===== src/rtl/uart_pkg.sv =====
// Shared UART definitions: frame geometry, transmitter state encoding and the baud divisor helper.
package uart_pkg;

    localparam int FRAME_BITS = 10;
    localparam int DATA_BITS  = FRAME_BITS - 2;

    typedef enum logic [1:0] {
        IDLE,
        START,
        DATA,
        STOP
    } uart_state_t;

    // Clock cycles per bit, truncated.
    function automatic int calc_div(input int clk_freq_mhz, input int baud_rate);
        longint num;
        num = longint'(clk_freq_mhz) * 64'd1_000_000;
        return int'(num / longint'(baud_rate));
    endfunction

endpackage


===== src/rtl/uart_baud_gen.sv =====
// Bit-period timer: counts 0..DIV-1 while running and pulses bit_end_o on the last cycle of each bit.
// Restart re-aligns the count to the start of a frame; no backpressure, purely a timing source.
module uart_baud_gen #(
    parameter int DIV = 100
) (
    input  logic clk_i,
    input  logic rst_i,
    input  logic restart_i,
    input  logic run_i,
    output logic bit_end_o
);

    localparam int CNT_W = (DIV > 2) ? $clog2(DIV) : 1;
    localparam logic [CNT_W-1:0] CNT_MAX = CNT_W'(DIV - 1);

    logic [CNT_W-1:0] cnt_q = '0;
    logic [CNT_W-1:0] cnt_d;

    always_comb begin
        cnt_d = cnt_q;
        if (restart_i || !run_i) begin
            cnt_d = '0;
        end else if (cnt_q == CNT_MAX) begin
            cnt_d = '0;
        end else begin
            cnt_d = cnt_q + 1'b1;
        end
    end

    always_ff @(posedge clk_i) begin
        if (rst_i) begin
            cnt_q <= '0;
        end else begin
            cnt_q <= cnt_d;
        end
    end

    assign bit_end_o = run_i && (cnt_q == CNT_MAX);

endmodule


===== src/rtl/uart_tx_core.sv =====
// 8N1 UART transmitter, LSB first; first start-bit cycle follows accept, frame lasts 10*DIV cycles.
// wready_o is low for the whole frame; offers made while busy are dropped, not buffered.
module uart_tx_core
    import uart_pkg::*;
#(
    parameter int CLK_FREQ_MHZ = 100,
    parameter int BAUD_RATE    = 1_000_000
) (
    input  logic       clk_i,
    input  logic       rst_i,
    output logic       txd_o,
    input  logic       wvalid_i,
    output logic       wready_o,
    input  logic [7:0] wdata_i
);

    localparam int DIV = calc_div(CLK_FREQ_MHZ, BAUD_RATE);

    if (DIV < 2) begin : g_div_check
        $error("uart_tx_core: clock cycles per bit must be at least 2");
    end

    uart_state_t          state_q = IDLE;
    uart_state_t          state_d;
    logic [DATA_BITS-1:0] shift_q = '0;
    logic [DATA_BITS-1:0] shift_d;
    logic [2:0]           bit_idx_q = '0;
    logic [2:0]           bit_idx_d;
    logic                 txd_q = 1'b1;
    logic                 txd_d;

    logic accept;
    logic bit_end;

    assign wready_o = (state_q == IDLE);
    assign accept   = wvalid_i && wready_o;
    assign txd_o    = txd_q;

    uart_baud_gen #(
        .DIV (DIV)
    ) u_baud_gen (
        .clk_i     (clk_i),
        .rst_i     (rst_i),
        .restart_i (accept),
        .run_i     (state_q != IDLE),
        .bit_end_o (bit_end)
    );

    // txd_d carries the level of the bit that begins on the next cycle.
    always_comb begin
        state_d   = state_q;
        shift_d   = shift_q;
        bit_idx_d = bit_idx_q;
        txd_d     = txd_q;
        case (state_q)
            IDLE: begin
                txd_d = 1'b1;
                if (accept) begin
                    state_d   = START;
                    shift_d   = wdata_i;
                    bit_idx_d = '0;
                    txd_d     = 1'b0;
                end
            end
            START: begin
                if (bit_end) begin
                    state_d = DATA;
                    txd_d   = shift_q[0];
                end
            end
            DATA: begin
                if (bit_end) begin
                    if (bit_idx_q == 3'(DATA_BITS - 1)) begin
                        state_d = STOP;
                        txd_d   = 1'b1;
                    end else begin
                        bit_idx_d = bit_idx_q + 1'b1;
                        shift_d   = shift_q >> 1;
                        txd_d     = shift_q[1];
                    end
                end
            end
            STOP: begin
                if (bit_end) begin
                    state_d = IDLE;
                    txd_d   = 1'b1;
                end
            end
            default: begin
                state_d = IDLE;
                txd_d   = 1'b1;
            end
        endcase
    end

    always_ff @(posedge clk_i) begin
        if (rst_i) begin
            state_q   <= IDLE;
            shift_q   <= '0;
            bit_idx_q <= '0;
            txd_q     <= 1'b1;
        end else begin
            state_q   <= state_d;
            shift_q   <= shift_d;
            bit_idx_q <= bit_idx_d;
            txd_q     <= txd_d;
        end
    end

endmodule


===== config.mk =====
export PLATFORM = sky130hd
export DESIGN_NAME = uart_tx_core
export DESIGN_NICKNAME = d
export VERILOG_FILES = /design/src/rtl/uart_pkg.sv /design/src/rtl/uart_baud_gen.sv /design/src/rtl/uart_tx_core.sv
export SDC_FILE = /design/constraint.sdc
export NUM_CORES = 1
export LEC_CHECK = 0
export BUFFER_PORTS_ARGS = -buffer_cell sky130_fd_sc_hd__buf_2
export CORE_MARGIN = 10
export CORE_UTILIZATION = 34
export CTS_CLUSTER_DIAMETER = 60
export CTS_CLUSTER_SIZE = 28
export DETAILED_ROUTE_END_ITERATION = 16
export PLACE_DENSITY = 0.58
export SYNTH_ARGS = -nofsm -noshare
export SYNTH_HDL_FRONTEND = slang
export SYNTH_SLANG_ARGS = --single-unit

===== constraint.sdc =====
create_clock -name clk_i -period 1.9 [get_ports clk_i]
set_clock_uncertainty 0.1 [all_clocks]
set_input_delay 0.19 -clock clk_i [delete_from_list [all_inputs] [get_ports clk_i]]
set_output_delay 0.19 -clock clk_i [all_outputs]
set_load 0.01 [all_outputs]

# Word level (Yosys, flattened, before mapping)

Cells that the tools add are included.

Multiplexer cells: 20
Order comparisons: 0
Reduce and logical (&&, ||, !) cells: 11
Div/mod/pow operators: 0
Add/subtract/negate cells: 2
Shift operators: 0
Eq/ne operators: 11
Multiply operators: 0
Bitwise operators: 0

Operator list:

| cell                                                  | number |
|---|---|
| 2-to-1 mux 8 bit                                      | 3 |
| one-hot mux 8 bit (2 select lines)                    | 1 |
| 2-to-1 mux 2 bit                                      | 5 |
| inequality test 2 bit, second input constant          | 5 |
| 2-to-1 mux 3 bit                                      | 3 |
| one-hot mux 2 bit (4 select lines)                    | 1 |
| adder 7 x 1 -> 7 bit, second input constant           | 1 |
| equality test 7 bit, second input constant            | 1 |
| one-hot mux 3 bit (2 select lines)                    | 1 |
| 2-to-1 mux 1 bit                                      | 5 |
| AND reduction 5 bit                                   | 1 |
| equality test 2 bit, second input constant            | 2 |
| one-hot mux 1 bit (4 select lines)                    | 1 |
| AND reduction 4 bit                                   | 1 |
| nonzero test 2 bit                                    | 2 |
| adder 3 x 1 -> 3 bit, second input constant           | 1 |
| equality test 3 bit, second input constant            | 1 |
| AND reduction 3 bit                                   | 1 |
| OR reduction 3 bit                                    | 1 |
| equality test 2 x 1 -> 1 bit, second input constant   | 1 |
| logical AND 1 bit                                     | 2 |
| logical NOT 2 bit                                     | 1 |
| inequality test 2 x 1 -> 1 bit, second input constant | 1 |
| logical NOT 1 bit                                     | 1 |
| logical OR 1 bit                                      | 1 |

Output and inout bits: 2
Bits of input ports: 11
ROM bits: 0
Memories: 0
Flip-flop bits (word level): 21
Word-level logic and storage cells: 49
Memory bits (writable): 0
Bits in latches: 0

# Logic depth before layout (Yosys ltp)

Gate-level depths: netlist (run 1).

Word-level depth: 4
Mapped depth: 7
Depth with buffers taken out: 6

# Modules after synthesis

From an unflattened synthesis (run 1), not the netlist that was laid out.

Cells, all modules: 108
Area total of the unflattened synthesis: 1,033.5 um^2

By module, submodules not included:

| module        | cells an instance | times used | area an instance (um^2) | seq. area each (um^2) |
|---|---|---|---|---|
| uart_tx_core  | 77                | 1          | 744.5                   | 280.3 |
| uart_baud_gen | 31                | 1          | 289.0                   | 140.1 |

# Worst setup path after synthesis (run 1)

OpenSTA, ideal clock, no wires.

Path kind: flip-flop to flip-flop
Start: reg state_q[0]
End: reg bit_idx_q[2]
Clock period less this slack: 1.759 ns
Required time: 1.729 ns
Arrival: 1.588 ns
Cell stages (with the launch flop): 7
Setup slack: 0.141 ns
Library setup time: 0.071 ns
Buffers on the path: 0
Cells stage by stage: dfxtp_1 > inv_1 > ha_1 > and3b_1 > and3_2 > or3b_1 > a21oi_1

Cells in the longest elaborated chain, start to end: 4
Elaborated cells between the ends (all ways): 11
Those cells by class: eq/ne: 4; mux: 1; reduce/logical: 6

Ends and longest elaborated chain:

| item                                            | line                | source |
|---|---|---|
| start: declaration                              | uart_tx_core.sv:23  | `uart_state_t state_q = IDLE;` |
| start signal: assignment                        | uart_tx_core.sv:103 | `state_q <= state_d;` |
| logical NOT 2 bit (*)                           | uart_tx_core.sv:35  | `assign wready_o = (state_q == IDLE);` |
| via wready_o                                    | uart_tx_core.sv:13  | `output logic wready_o,` |
| logical AND 1 bit                               | uart_tx_core.sv:36  | `assign accept = wvalid_i && wready_o;` |
| inequality test 2 x 1 -> 1 bit (no source line) | --                  |  |
| AND reduction 4 bit (no source line)            | --                  |  |
| end signal: assignment                          | uart_tx_core.sv:105 | `bit_idx_q <= bit_idx_d;` |
| end: declaration                                | uart_tx_core.sv:27  | `logic [2:0] bit_idx_q = '0;` |

Mark *: on every way through the listed nets, which the timed path passes. The rest lies on a longest branch.
A chain may end at the register's enable or synchronous reset.

# Final worst setup path (run 1)

Start: reg state_q[1]
End: reg bit_idx_q[2]

Cells in the longest elaborated chain, start to end: 4
Elaborated cells between the ends (all ways): 11
Those cells by class: eq/ne: 4; mux: 1; reduce/logical: 6

Ends and longest elaborated chain:

| item                                                                                     | line |
|---|---|
| nonzero test 2 bit or logical NOT 2 bit (tied branches)                                  | uart_tx_core.sv:45, uart_tx_core.sv:35, uart_tx_core.sv:55 |
| logical AND 1 bit, on equally long branches                                              | uart_baud_gen.sv:38, uart_tx_core.sv:36 |
| inequality test 2 bit (no source line) or inequality test 2 x 1 -> 1 bit (tied branches) | -- |
| AND reduction 4 bit (no source line)                                                     | -- |

Parallel ways exist; a longest one is shown, timed or not.

==> impl_metrics.tcl, run 1 <==
set metrics [dict create \
    status "completed" \
    endpoint_kind "flop" \
    synthTopCellsByArea "dfxtp_1 (39%), ha_1 (9.3%), mux2i_1 (7.5%)" \
    portBuffers 12 \
    drtIter0Drc 24 \
    wl_per_cell_um 13.3 \
    synth_top_area_share_pct 39.3 \
    synth_cells 107 \
    ys_ff_latch 21 \
    fmax_mhz 553 \
    synth_top_cell_by_area "dfxtp_1" \
    synth.yosys.seq_area_share_pct 39.3 \
    first_pass_iters 3 \
    cts_tree "yes" \
    clk_path_buf_depth 2 \
    initial_utilization_pct 35.4 \
    hpwl_um 1610 \
    max_cap_violations 0 \
    viasPerCell 4.98 \
    route.vias.total 831 \
    worst_pin_slew_ps 475 \
    cts_buffers 3 \
    setup_viol 0 \
    ant_nets 0 \
    pre_cts_slack_ps 25.9 \
    multi_input_area_um2 633 \
    avgSynthCellArea_um2 10.0 \
    antenna_found_initial 0 \
    r2r_cells 6 \
    grt_max_degree 16 \
    path_clk_slew_ps 120 \
    htreeDepth 1 \
    maxSlewViolCount 0 \
    start_kind "flop" \
    slowest_stage "dfxtp_1" \
    cell_internal_pwr_mw 0.980 \
    fp.dieArea_um2 5800 \
    relSlewSlack_pct 68.2 \
    nNetsFinal 143 \
    num-fill-cells 310 \
    peakVddDrop_mv 0.460 \
    clockRootBuffer "clkbuf_4" \
    p_seq_share_pct 37.8 \
    p_leak_nw 0.457 \
    async_flop_share_pct 0 \
    crit_family "simple AND/OR/NAND/NOR gates" \
    rsz0062_at_grt "no" \
    grt-ovfl-total 0 \
    setup_ws_ps 90.1 \
    fin_crit_sh_pct 95.3 \
    min_period_ps 1810 \
    syn_nets 126 \
    grt_pass1_wl_um 3670 \
    finalSetupTns_ps 0 \
    die_w_um 76.1 \
    netlist_area_um2 1070 \
    critPathMaxFanout 6 \
    drive_above_1_share_pct 26.8 \
    worst-path-stages 6 \
    cp.arrival_ps 1950 \
    wl_um 2210 \
    clock_latency_ps 300 \
    power_frac_clock_pct 13.3 \
    switchingPower_mw 0.644 \
    final_common_cell "dfxtp_1" \
    area_delta_synth_final_pct 14.7 \
    path_cells "inv_1 > ha_4 > and3b_2 > and3_2 > or3b_1 > a21oi_1" \
    die_h_um 76.1 \
    pin_count 13 \
    drc 0 \
    combPwrFrac_pct 48.9 \
    post-cts-setup-buffers 0 \
    grtUsageTotal_pct 7.44 \
    worstPathRequired_ps 2040 \
    p_sw_share_pct 39.6 \
    layout_common_cells "dfxtp_1 (21), nor2_1 (16), buf_2 (12)" \
    fin_hold_ws_ps 30.8 \
    min_path_cells 3 \
    synth_ff_type "dfxtp_1" \
    criticalPathCategory "reg2reg" \
    critPathBufInv 1 \
    core_um2 3030 \
    row_count 20 \
    powerDensity_nw_per_um2 1320 \
    hp-class "in2reg" \
    slowest_delay_ps 360 \
    yosys_warnings 0 \
    finalPower_mw 1.62 \
    synth_cell_types 33 \
    hold_viol 0 \
    synth-edff-count 0 \
    clock-sinks 21 \
    grt_pass1_vias 808 \
    reg2reg_slack_ps 90 \
    routabilityCongestion 0.757 \
    regArea_um2 420 \
    diodes 0 \
]
==> power groups by stage <==
stage               sequential (mW)  clock [mW]  combinational (mW)
global route                  0.628       0.245               0.868
detailed placement            0.625           0               0.719
CTS                           0.613       0.222               0.724
floorplan                     0.612           0               0.594
finish                        0.614       0.216               0.794
global placement              0.618           0               0.687
==> area by class of cell <==
| type | instances | area share [%] |
|---|---|---|
| clock buffer | 4 | 2.14 |
| inverter | 5 | 1.53 |
| multi-input combinational | 79 | 51.5 |
| sequential | 21 | 34.2 |
| tap | 44 | 4.48 |
| timing repair buffer | 14 | 6.11 |
==> routing by layer <==
layer	vias up	track usage, %	part of all wire (%)
li1	423	-	-
met1	393	9.11	49
met2	13	11.3	46
met3	2	2.36	4.2
met4	0	3.90	0.81
met5	-	0	0
==> Yosys cell counts (2+ instances only) <==
cell,n
nand3_1,3
nand2_1,4
o21ai_0,2
a211oi_2,2
mux2i_1,8
and3b_1,2
xor2_1,2
xnor2_1,3
ha_1,8
a22oi_1,2
a211oi_1,6
o211ai_1,2
nor2_1,16
nor2_2,2
inv_1,5
dfxtp_1,21
a21oi_1,3
==> metrics by stage <==
| step | util [%] | area [µm²] | cells |
|---|---|---|---|
| finish | 40.6 | 1230 | 167 |
| global route | 40.6 | 1230 | 167 |
| CTS | 39.5 | 1200 | 166 |
| detailed placement | 38.6 | 1170 | 162 |
| global placement | 38.6 | 1170 | 162 |
| floorplan | - | 1070 | 107 |
==> flip-flops by register name, summed over array words and instances, names as in the netlist <==
register          flops
txd_o                 1
u_baud_gen.cnt_q      7
state_q               2
shift_q               8
bit_idx_q             3
==> worst reg2reg max path: stages (launching register included) <==
cell and delay [ps]:
dfxtp_1 360, inv_1 140, ha_4 180, and3b_2 260, and3_2 240, or3b_1 340, a21oi_1 140
==> cells by family after synthesis <==
logic type | after synthesis | synth area share, %
and+or+nand+nor | 34 | 17.5
adders and majority gates | 8 | 9.35
xor gates and xnor gates | 5 | 4.09
AOI/OAI and AO/OA | 23 | 17.6
buffers and inverters | 8 | 4.67
muxes | 8 | 7.48
DFF | 21 | 39.3
==> worst paths after layout <==
kind / start / to
setup / recovery: state_q[1] / bit_idx_q[2]
hold / removal: wdata_i[7] / shift_q[7]
setup reg to reg: state_q[1] / bit_idx_q[2]
hold reg to reg: u_baud_gen.cnt_q[0] / u_baud_gen.cnt_q[0]
==> what timing repair did <==
| action | in CTS | in global routing |
|---|---|---|
| resized for setup | 0 | 7 |
| hold buffers | 0 | 0 |
| setup endpoints to repair | 0 | 11 |
No activity file was read; power rests on OpenSTA's default activity.
==> inputs of run 2 (changes only) <==
--- a/config.mk
+++ b/config.mk
@@ -12,6 +12,7 @@
 export CTS_CLUSTER_SIZE = 28
 export DETAILED_ROUTE_END_ITERATION = 16
 export PLACE_DENSITY = 0.58
+export SETUP_SLACK_MARGIN = 0.15
 export SYNTH_ARGS = -nofsm -noshare
 export SYNTH_HDL_FRONTEND = slang
 export SYNTH_SLANG_ARGS = --single-unit
==> run 2 against run 1 <==
  * First-iteration DRC count is 38% higher
  * Critical path depth grew 1
  * Hold slack worse by 6.0 ps
  * Global-route usage rose by 0.47 points
==> impl_metrics.tcl, run 2 (synthesis gave the netlist of run 1 again) <==
set metrics [dict create \
    status "completed" \
    grt_pass1_wl_um 3850 \
    finalPower_mw 1.73 \
    critPathMaxFanout 6 \
    switchingPower_mw 0.674 \
    cts_buffers 3 \
    layout_common_cells "dfxtp_1 (19), nor2_1 (16), buf_2 (12)" \
    powerDensity_nw_per_um2 1320 \
    crit_family "adder cells" \
    grt_most_used_layer "met2" \
    clock-sinks 21 \
    viasPerCell 4.83 \
    cell_internal_pwr_mw 1.05 \
    postPlaceCellArea_um2 1170 \
    num-fill-cells 299 \
    wl_um 2360 \
    power_frac_clock_pct 12.7 \
    grt_pass1_vias 818 \
    drive_above_1_share_pct 34.4 \
    nNetsFinal 148 \
    reg2reg_slack_ps 210 \
    clk_path_buf_depth 2 \
    row_count 20 \
    path_clk_slew_ps 130 \
    combPwrFrac_pct 51.0 \
    max_cap_violations 0 \
    grtUsageTotal_pct 7.90 \
    grt-ovfl-total 0 \
    slowest_delay_ps 350 \
    ant_nets 0 \
    fp.dieArea_um2 5800 \
    start_kind "flop" \
    drc 0 \
    pin_count 13 \
    worst_pin_slew_ps 325 \
    hp-class "in2reg" \
    peakVddDrop_mv 0.475 \
    diodes 0 \
    p_seq_share_pct 36.4 \
    largest-register "shift_q" \
    met2_usage_pct 12.2 \
    route.vias.total 831 \
    cp.arrival_ps 1830 \
    initial_utilization_pct 35.4 \
    fmax_mhz 591 \
    antenna_found_initial 0 \
    routabilityCongestion 0.751 \
    area_delta_synth_final_pct 21.7 \
    fin_cells 172 \
    die_w_um 76.1 \
    hold_viol 0 \
    criticalPathCategory "reg2reg" \
    die_h_um 76.1 \
    stdcell_area_um2 1300 \
    dp.cells 162 \
    critPathBufInv 1 \
    slowest_stage "dfxtp_1" \
    portBuffers 12 \
    path_cells "ha_1 > ha_1 > nor2b_4 > a31o_4 > buf_12 > nor2_2 > a211oi_2" \
    p_sw_share_pct 39.0 \
    fin_crit_sh_pct 89.0 \
    cts_tree "yes" \
    hpwl_um 1660 \
    setup_viol 0 \
    grt_use_met3_pct 2.95 \
    wl_per_cell_um 13.7 \
    cpMostUsedCell "ha_1" \
    final_common_cell "dfxtp_1" \
    maxSlewViolCount 0 \
    top_regs "shift_q (8), u_baud_gen.cnt_q (7), bit_idx_q (3)" \
    endpoint_kind "flop" \
    core_um2 3030 \
    clock_latency_ps 300 \
    worstPathRequired_ps 2040 \
    min_period_ps 1690 \
    use_met1_pct 9.74 \
    rsz0062_at_grt "no" \
    htreeDepth 1 \
    clockRootBuffer "clkbuf_4" \
    hold_buffers 0 \
    relSlewSlack_pct 78.3 \
    grt_max_degree 15 \
    finalSetupTns_ps 0 \
    p_leak_nw 0.488 \
    first_pass_iters 4 \
    largest_reg_flops 8 \
    drtIter0Drc 33 \
]
==> run 2: power groups by stage <==
stage	logic [mW]	registers, mW	clock network [mW]
finish	0.880	0.628	0.218
global placement	0.693	0.617	0
global route	0.963	0.639	0.246
CTS	0.785	0.621	0.224
floorplan	0.599	0.612	0
detailed placement	0.725	0.625	0
==> run 2: path summary, 6_finish.rpt <==
kind              depth (start not counted)            to    startpoint
setup / recovery                          7    shift_q[5]  bit_idx_q[0]
hold / removal                            3    shift_q[7]    wdata_i[7]
setup reg to reg                          7    shift_q[5]  bit_idx_q[0]
hold reg to reg                           2  bit_idx_q[1]  bit_idx_q[1]
==> run 2: through the flow <==
step | worst slack, ps | hold slack [ps] | utilization (%)
after floorplan | 174 | 163 | -
after global placement | 161 | 329 | 38.7
after detailed placement | 62.2 | 354 | 38.7
after CTS | 153 | 32.4 | 40.5
after global routing | 137 | 32.3 | 43.1
final | 208 | 24.8 | 43.1
==> run 2: area by class of cell <==
| cell class | instances | area (µm²) | area share [%] |
|---|---|---|---|
| clock buffer | 4 | 26.3 | 2.02 |
| inverter | 5 | 21.3 | 1.63 |
| multi-input combinational | 79 | 651 | 49.9 |
| sequential | 21 | 425 | 32.6 |
| tap | 44 | 55.1 | 4.22 |
| timing repair buffer | 19 | 125 | 9.60 |
==> run 2: timing repair <==
| item | 4_1_cts | 5_1_grt |
|---|---|---|
| pin swaps | 1 | 4 |
| endpoints found under the setup margin | 11 | 9 |
| setup buffers | 0 | 5 |
| cloned | 1 | 0 |
| resized for setup | 7 | 9 |
| endpoints found under the hold margin | 0 | 0 |
==> run 2: per-layer routing <==
| metal | routed length, µm | vias to the layer above |
|---|---|---|
| met5 | 0 | - |
| met4 | 17 | 0 |
| met3 | 112 | 2 |
| met2 | 1090 | 11 |
| met1 | 1150 | 392 |
| li1 | - | 426 |
==> run 2: worst register-to-register path, cell delays in order (launching register included) <==
cell	delay, ps
dfxtp_1	350
ha_1	200
ha_1	220
nor2b_4	190
a31o_4	230
buf_12	120
nor2_2	30
a211oi_2	190
